`src/rtl/control_sequencer_if.sv`:
```
`default_nettype none
// ============================================================================
//  Module      : control_sequencer_if
//  Description : Run/memory handshake, IR contents and datapath Bus control
//                lines between the hardwired control unit and the datapath.
//  Revision    : 1.0  initial release
// ============================================================================
interface control_sequencer_if #(
   parameter int OPW  = 5,
   parameter int REGW = 4
);
   logic            run;
   logic            mem_ready;
   logic [31:0]     ir;

   logic            PCout, MARin, IncPC, PCin, read, MDRin, MDRout, IRin, Yin;
   logic            Zlowin, Zhighin, Zlowout, Zhighout, LOin, HIin;
   logic            rout_en;
   logic [REGW-1:0] rout_sel;
   logic            rin_en;
   logic [REGW-1:0] rin_sel;
   logic [OPW-1:0]  ALU;
   logic            busy;
   logic            halted;

   // Control unit side
   modport master (
      input  run, mem_ready, ir,
      output PCout, MARin, IncPC, PCin, read, MDRin, MDRout, IRin, Yin,
      output Zlowin, Zhighin, Zlowout, Zhighout, LOin, HIin,
      output rout_en, rout_sel, rin_en, rin_sel, ALU, busy, halted
   );

   // Datapath side
   modport slave (
      output run, mem_ready, ir,
      input  PCout, MARin, IncPC, PCin, read, MDRin, MDRout, IRin, Yin,
      input  Zlowin, Zhighin, Zlowout, Zhighout, LOin, HIin,
      input  rout_en, rout_sel, rin_en, rin_sel, ALU, busy, halted
   );
endinterface
`default_nettype wire

```
`src/rtl/control_sequencer.sv`:
```
`default_nettype none
// ============================================================================
//  Module      : control_sequencer
//  Description : Hardwired Moore control unit. Fetches an instruction, decodes
//                IR and steps the datapath through 3-operand ALU ops or
//                MUL/DIV (result split into LO/HI).
//  Revision    : 1.0  initial release
// ============================================================================
module control_sequencer #(
   parameter int OPW  = 5,
   parameter int REGW = 4
) (
   input  wire                   clock,
   input  wire                   clear,
   control_sequencer_if.master   bus
);

   localparam logic [OPW-1:0] OP_ADD = OPW'(5'b00011);
   localparam logic [OPW-1:0] OP_SUB = OPW'(5'b00100);
   localparam logic [OPW-1:0] OP_AND = OPW'(5'b00101);
   localparam logic [OPW-1:0] OP_OR  = OPW'(5'b00110);
   localparam logic [OPW-1:0] OP_MUL = OPW'(5'b01111);
   localparam logic [OPW-1:0] OP_DIV = OPW'(5'b10000);

   // T1 is split in two so PCin fires only on the first fetch-wait cycle.
   typedef enum logic [3:0] {
      S_IDLE    = 4'd0,
      S_T0      = 4'd1,
      S_T1      = 4'd2,
      S_T1_WAIT = 4'd3,
      S_T2      = 4'd4,
      S_T3      = 4'd5,
      S_T4      = 4'd6,
      S_T5      = 4'd7,
      S_T6      = 4'd8,
      S_HALT    = 4'd9
   } state_t;

   state_t            r_state;
   state_t            w_next;
   logic [OPW-1:0]    w_opcode;
   logic [REGW-1:0]   w_ra, w_rb, w_rc;
   logic              w_is_3op;
   logic              w_is_muldiv;
   logic [OPW-1:0]    w_alu_code;

   assign w_opcode = bus.ir[31 -: OPW];
   assign w_ra     = bus.ir[31-OPW -: REGW];
   assign w_rb     = bus.ir[31-OPW-REGW -: REGW];
   assign w_rc     = bus.ir[31-OPW-2*REGW -: REGW];

   // Opcode classification and ALU function lookup
   always_comb begin
      w_is_3op    = 1'b0;
      w_is_muldiv = 1'b0;
      w_alu_code  = '0;
      case (w_opcode)
         OP_ADD: begin w_is_3op    = 1'b1; w_alu_code = OPW'(5'b00011); end
         OP_SUB: begin w_is_3op    = 1'b1; w_alu_code = OPW'(5'b00100); end
         OP_AND: begin w_is_3op    = 1'b1; w_alu_code = OPW'(5'b00101); end
         OP_OR : begin w_is_3op    = 1'b1; w_alu_code = OPW'(5'b00110); end
         OP_MUL: begin w_is_muldiv = 1'b1; w_alu_code = OPW'(5'b00010); end
         OP_DIV: begin w_is_muldiv = 1'b1; w_alu_code = OPW'(5'b00001); end
         default: ;
      endcase
   end

   // State register; clear overrides everything, even mid-instruction
   always_ff @(posedge clock) begin
      if (clear)
         r_state <= S_IDLE;
      else
         r_state <= w_next;
   end

   // Next-state and Moore output decode
   always_comb begin
      w_next       = r_state;
      bus.PCout    = 1'b0;
      bus.MARin    = 1'b0;
      bus.IncPC    = 1'b0;
      bus.PCin     = 1'b0;
      bus.read     = 1'b0;
      bus.MDRin    = 1'b0;
      bus.MDRout   = 1'b0;
      bus.IRin     = 1'b0;
      bus.Yin      = 1'b0;
      bus.Zlowin   = 1'b0;
      bus.Zhighin  = 1'b0;
      bus.Zlowout  = 1'b0;
      bus.Zhighout = 1'b0;
      bus.LOin     = 1'b0;
      bus.HIin     = 1'b0;
      bus.rout_en  = 1'b0;
      bus.rout_sel = '0;
      bus.rin_en   = 1'b0;
      bus.rin_sel  = '0;
      bus.ALU      = '0;
      bus.busy     = (r_state != S_IDLE) && (r_state != S_HALT);
      bus.halted   = (r_state == S_HALT);

      case (r_state)
         S_IDLE: begin
            if (bus.run)
               w_next = S_T0;
         end
         S_T0: begin
            bus.PCout  = 1'b1;
            bus.MARin  = 1'b1;
            bus.IncPC  = 1'b1;
            bus.Zlowin = 1'b1;
            w_next     = S_T1;
         end
         S_T1, S_T1_WAIT: begin
            bus.Zlowout = 1'b1;
            bus.PCin    = (r_state == S_T1);
            bus.read    = 1'b1;
            bus.MDRin   = 1'b1;
            w_next      = bus.mem_ready ? S_T2 : S_T1_WAIT;
         end
         S_T2: begin
            bus.MDRout = 1'b1;
            bus.IRin   = 1'b1;
            w_next     = S_T3;
         end
         S_T3: begin
            if (w_is_3op || w_is_muldiv) begin
               bus.rout_en  = 1'b1;
               bus.rout_sel = w_is_3op ? w_rb : w_ra;
               bus.Yin      = 1'b1;
               w_next       = S_T4;
            end else begin
               w_next       = S_HALT;
            end
         end
         S_T4: begin
            bus.rout_en  = 1'b1;
            bus.rout_sel = w_is_3op ? w_rc : w_rb;
            bus.ALU      = w_alu_code;
            bus.Zlowin   = 1'b1;
            bus.Zhighin  = 1'b1;
            w_next       = S_T5;
         end
         S_T5: begin
            bus.Zlowout = 1'b1;
            if (w_is_3op) begin
               bus.rin_en  = 1'b1;
               bus.rin_sel = w_ra;
               w_next      = bus.run ? S_T0 : S_IDLE;
            end else begin
               bus.LOin    = 1'b1;
               w_next      = S_T6;
            end
         end
         S_T6: begin
            bus.Zhighout = 1'b1;
            bus.HIin     = 1'b1;
            w_next       = bus.run ? S_T0 : S_IDLE;
         end
         S_HALT: begin
            w_next = S_HALT;
         end
         default: begin
            w_next = S_IDLE;
         end
      endcase
   end

endmodule
`default_nettype wire

```
`src/flat_wrapper.sv`:
```
// flat-port wrapper written by rule: the top's interface ports become plain ports
module control_sequencer_flat 
#(
   parameter int OPW  = 5,
   parameter int REGW = 4
)
  (clock, clear, bus_run, bus_mem_ready, bus_ir, bus_PCout, bus_MARin, bus_IncPC, bus_PCin, bus_read, bus_MDRin, bus_MDRout, bus_IRin, bus_Yin, bus_Zlowin, bus_Zhighin, bus_Zlowout, bus_Zhighout, bus_LOin, bus_HIin, bus_rout_en, bus_rout_sel, bus_rin_en, bus_rin_sel, bus_ALU, bus_busy, bus_halted);
  control_sequencer_if #(.OPW(OPW), .REGW(REGW)) bus_i ();
  input  wire clock;
  input  wire clear;
  input wire logic [$bits(bus_i.run)-1:0] bus_run;
  input wire logic [$bits(bus_i.mem_ready)-1:0] bus_mem_ready;
  input wire logic [$bits(bus_i.ir)-1:0] bus_ir;
  output wire logic [$bits(bus_i.PCout)-1:0] bus_PCout;
  output wire logic [$bits(bus_i.MARin)-1:0] bus_MARin;
  output wire logic [$bits(bus_i.IncPC)-1:0] bus_IncPC;
  output wire logic [$bits(bus_i.PCin)-1:0] bus_PCin;
  output wire logic [$bits(bus_i.read)-1:0] bus_read;
  output wire logic [$bits(bus_i.MDRin)-1:0] bus_MDRin;
  output wire logic [$bits(bus_i.MDRout)-1:0] bus_MDRout;
  output wire logic [$bits(bus_i.IRin)-1:0] bus_IRin;
  output wire logic [$bits(bus_i.Yin)-1:0] bus_Yin;
  output wire logic [$bits(bus_i.Zlowin)-1:0] bus_Zlowin;
  output wire logic [$bits(bus_i.Zhighin)-1:0] bus_Zhighin;
  output wire logic [$bits(bus_i.Zlowout)-1:0] bus_Zlowout;
  output wire logic [$bits(bus_i.Zhighout)-1:0] bus_Zhighout;
  output wire logic [$bits(bus_i.LOin)-1:0] bus_LOin;
  output wire logic [$bits(bus_i.HIin)-1:0] bus_HIin;
  output wire logic [$bits(bus_i.rout_en)-1:0] bus_rout_en;
  output wire logic [$bits(bus_i.rout_sel)-1:0] bus_rout_sel;
  output wire logic [$bits(bus_i.rin_en)-1:0] bus_rin_en;
  output wire logic [$bits(bus_i.rin_sel)-1:0] bus_rin_sel;
  output wire logic [$bits(bus_i.ALU)-1:0] bus_ALU;
  output wire logic [$bits(bus_i.busy)-1:0] bus_busy;
  output wire logic [$bits(bus_i.halted)-1:0] bus_halted;
  assign bus_i.run = bus_run;
  assign bus_i.mem_ready = bus_mem_ready;
  assign bus_i.ir = bus_ir;
  assign bus_PCout = bus_i.PCout;
  assign bus_MARin = bus_i.MARin;
  assign bus_IncPC = bus_i.IncPC;
  assign bus_PCin = bus_i.PCin;
  assign bus_read = bus_i.read;
  assign bus_MDRin = bus_i.MDRin;
  assign bus_MDRout = bus_i.MDRout;
  assign bus_IRin = bus_i.IRin;
  assign bus_Yin = bus_i.Yin;
  assign bus_Zlowin = bus_i.Zlowin;
  assign bus_Zhighin = bus_i.Zhighin;
  assign bus_Zlowout = bus_i.Zlowout;
  assign bus_Zhighout = bus_i.Zhighout;
  assign bus_LOin = bus_i.LOin;
  assign bus_HIin = bus_i.HIin;
  assign bus_rout_en = bus_i.rout_en;
  assign bus_rout_sel = bus_i.rout_sel;
  assign bus_rin_en = bus_i.rin_en;
  assign bus_rin_sel = bus_i.rin_sel;
  assign bus_ALU = bus_i.ALU;
  assign bus_busy = bus_i.busy;
  assign bus_halted = bus_i.halted;
  control_sequencer #(.OPW(OPW), .REGW(REGW)) u_core (.clock(clock), .clear(clear), .bus(bus_i));
endmodule
```
`config.mk`:
```
export PLATFORM = sky130hd
export DESIGN_NAME = control_sequencer_flat
export DESIGN_NICKNAME = d
export VERILOG_FILES = /design/src/rtl/control_sequencer_if.sv /design/src/rtl/control_sequencer.sv /design/src/flat_wrapper.sv
export SDC_FILE = /design/constraint.sdc
export NUM_CORES = 1
export LEC_CHECK = 0
export BUFFER_PORTS_ARGS = -buffer_cell sky130_fd_sc_hd__clkbuf_2
export CORE_AREA = 2 2 50 52
export CTS_CLUSTER_SIZE = 40
export DETAILED_ROUTE_END_ITERATION = 7
export DIE_AREA = 0 0 52 54
export GPL_ROUTABILITY_DRIVEN = 1
export PLACE_DENSITY_LB_ADDON = 0.1
export RECOVER_POWER = 25
export SETUP_SLACK_MARGIN = 0.4
export SLEW_MARGIN = 20
export SYNTH_ARGS = -nofsm -noshare
export SYNTH_HDL_FRONTEND = slang
export SYNTH_SLANG_ARGS = --single-unit
```
`constraint.sdc`:
```
create_clock -name clock -period 3.38 [get_ports clock]
set_input_delay 0.169 -clock clock [delete_from_list [all_inputs] [get_ports clock]]
set_output_delay 0.169 -clock clock [all_outputs]
set_load 0.005 [all_outputs]
```
==> results_dict.tcl <==
set metrics [dict create \
    outcome "finished clean" \
    timing.critical_path.arrival_ns 1.94 \
    largest_net_degree_at_the_start_of_global_routing 17 \
    postLayoutCellArea_um2 1050 \
    power_density_over_the_cells_nw_per_um2 203 \
    clock_tree.buffer_depth 2 \
    estimated_wirelength_of_the_detail_placed_design_um 1760 \
    start_util_pct 36.7 \
    detail_route.wl_per_cell_um 12.5 \
    startpoint_type "flip-flop" \
    fp-row-count 18 \
    min_tclk_post_route_ns 2.11 \
    antennaDiodeCount 0 \
    synth.yosys.warnings 0 \
    post_synth_inst_count 111 \
    power_leakage_nw 0.527 \
    finalClockSkew_ns 0.00228 \
    cts_resized 0 \
    first_global_vias 745 \
    clock_tree_root_driver_cell "sky130_fd_sc_hd__clkbuf_4" \
    cts_max_level 1 \
    p_seq_share_pct 29.1 \
    fill_cells 264 \
    period_share_pct 62.4 \
    clkSinkCount 4 \
    boundary_pin_count 68 \
    dr_total_vias 943 \
    r2r-start "u_core.r_state[2]" \
    synth_cell_type_count 48 \
    die_height_um 54 \
    nNetsFinal 188 \
    synth_sequential_area_ratio_pct 9.41 \
    totalNegativeSetupSlack_ns 0 \
    grt_usage_pct 16.6 \
    tritoncts "built" \
    post_cts_buffers 0 \
    max_freq_mhz 474 \
    required_ns 3.21 \
    die_width_um 52 \
    share_of_total_power_consumed_by_net_switching_pct 36.9 \
    total_power_w 0.000213 \
    preCtsSetupSlack_ns 1.54 \
    layout_commonest_cell "sky130_fd_sc_hd__clkbuf_2" \
    final-seq-area_um2 80.1 \
    cellInternalPower_w 0.000135 \
    syn_avg_cell_area_um2 7.67 \
    worst-path-max-fanout 15 \
    setup_violations 0 \
    holdCritPathClass "in2reg" \
    cts_buffers 3 \
    rsz0062_at_grt "false" \
    syn_area_um2 851 \
    switchingPower_w 0.0000787 \
    synth_seq_cells 4 \
    grt_pass1_wl_um 3470 \
    endpoint_class_of_the_critical_path "primary output" \
    relative_contribution_of_the_clock_network_to_total_power_pct 27.0 \
    biggestRegsByFlops "u_core.r_state x4" \
    placed_area_um2 1030 \
    slew_violations 0 \
    critical_path_class "reg2out" \
    placement.io_buffers 50 \
    combPwrFrac_pct 43.9 \
    timing.hold.worst.start "clear" \
    grt.overflow.total 0 \
    layout.cells.most_common_list "sky130_fd_sc_hd__clkbuf_2, sky130_fd_sc_hd__inv_1, sky130_fd_sc_hd__nor2_1, sky130_fd_sc_hd__nor3_1" \
    postRouteWirelength_um 2250 \
    largest_reg_flops 4 \
    flow.area_growth_from_synthesis_pct 23.5 \
    via_per_inst 5.24 \
    cap_viol_max_count 0 \
    holdBufCountCts 0 \
    drive_gt1_share_pct 44.0 \
    peakVddDrop_mv 0.156 \
    router_iterations_before_antenna_repair 4 \
    gp_routability_congestion 0.801 \
    post-route-drc-count 0 \
    first_iter_violations 12 \
    antenna_violating_nets_post_route 0 \
    largest_register_by_flop_count "u_core.r_state" \
    area_occupied_by_multi_input_gates_um2 613 \
    clk_transition_reported_paths_ns 0.04 \
    final_hold_viol_count 0 \
    die_area_um2 2810 \
    finalWorstSetupSlack_ns 1.27 \
    clock_latency_ns 0.23 \
    grt_antenna_before_repair 0 \
    worstSetupStartpoint "u_core.r_state[2]" \
    design.core.area_um2 2320 \
]
worst max-delay path, cell delays in order, from the launching register on:
cell and delay, ns:
sky130_fd_sc_hd__dfxtp_1 0.59, sky130_fd_sc_hd__nand4bb_1 0.33, sky130_fd_sc_hd__inv_1 0.30, sky130_fd_sc_hd__mux2i_4 0.13, sky130_fd_sc_hd__o221ai_1 0.21, sky130_fd_sc_hd__clkbuf_2 0.15
cell families (layout without fill, tap and decap cells):
logic type | Yosys count | count (layout) | synth area share (%)
other | 1 | 2 | 0.441
xor gates and xnor gates | 2 | 2 | 2.06
muxes | 1 | 1 | 2.65
AOI/OAI and AO/OA | 26 | 26 | 28.2
buffers and inverters | 28 | 66 | 18.4
and+or+nand+nor | 49 | 49 | 38.8
DFF | 4 | 4 | 9.41
power groups by stage:
stage / Combinational, W / Sequential (W) / Clock (W)
after floorplan: 0.0000798 / 0.0000537 / 0
after global placement: 0.0000943 / 0.0000625 / 0
after detailed placement: 0.0000955 / 0.0000626 / 0
after CTS: 0.0000958 / 0.0000619 / 0.0000620
after global routing: 0.000105 / 0.0000633 / 0.0000673
final: 0.0000937 / 0.0000622 / 0.0000576
routing by layer:
layer / global-route usage [%] / routed length (um)
met1: 22.7 / 1010
met2: 25.7 / 1100
met3: 4.44 / 142
met4: 3.95 / 0
met5: 0 / 0
final timing paths:
| path | endpoint | depth (start not counted) | slack, ns |
|---|---|---|---|
| worst max-delay path | bus_rout_sel[1] | 5 | 1.27 |
| worst min-delay path | u_core.r_state[3] | 2 | 0.14 |
| worst max register to register | u_core.r_state[0] | 4 | 1.58 |
| worst min register to register | u_core.r_state[3] | 2 | 0.64 |
final cells by class:
cell class | instances | area share [%]
Multi-Input combinational cell | 80 | 58.3
Clock buffer | 3 | 2.14
Sequential cell | 4 | 7.62
Inverter | 13 | 4.64
Tap cell | 30 | 3.57
Timing Repair Buffer | 50 | 23.7
cell usage after synthesis, drive strengths merged:
master,count,area [um^2]
o221ai,4,35.0
a211o,2,26.3
nor4bb,1,25.0
and3b,1,8.76
nand4bb,1,11.3
xnor2,1,8.76
o41ai,1,8.76
nand2b,4,25.0
a2bb2oi,1,8.76
nand4b,1,8.76
nand3b,3,35.0
nand3,4,20.0
or3b,1,8.76
or2,1,6.26
clkbuf,2,7.51
o21a,2,15.0
nor3,11,60.1
a211oi,3,32.5
o31ai,3,22.5
or3,1,11.3
a21oi,3,15.0
a31oi,2,12.5
or4,1,7.51
nor2,10,37.5
nand2,3,13.8
buf,13,100
o21ai,1,5.00
and4b,1,11.3
and2,1,6.26
o311ai,1,16.3
inv,13,48.8
mux2i,1,22.5
nor3b,2,15.0
a2111oi,1,15.0
conb,1,3.75
a21bo,1,16.3
o32a,1,11.3
dfxtp,4,80.1
nor4,2,18.8
xor2,1,8.76
through the flow:
step	cells	util, %	hold WS [ns]
final	180	45.3	0.142
after global routing	180	45.3	0.137
after detailed placement	177	44.6	0.380
after CTS	180	45.6	0.127
after floorplan	112	-	0.234
after global placement	177	44.6	0.385
No activity file was read; power rests on OpenSTA's default activity.
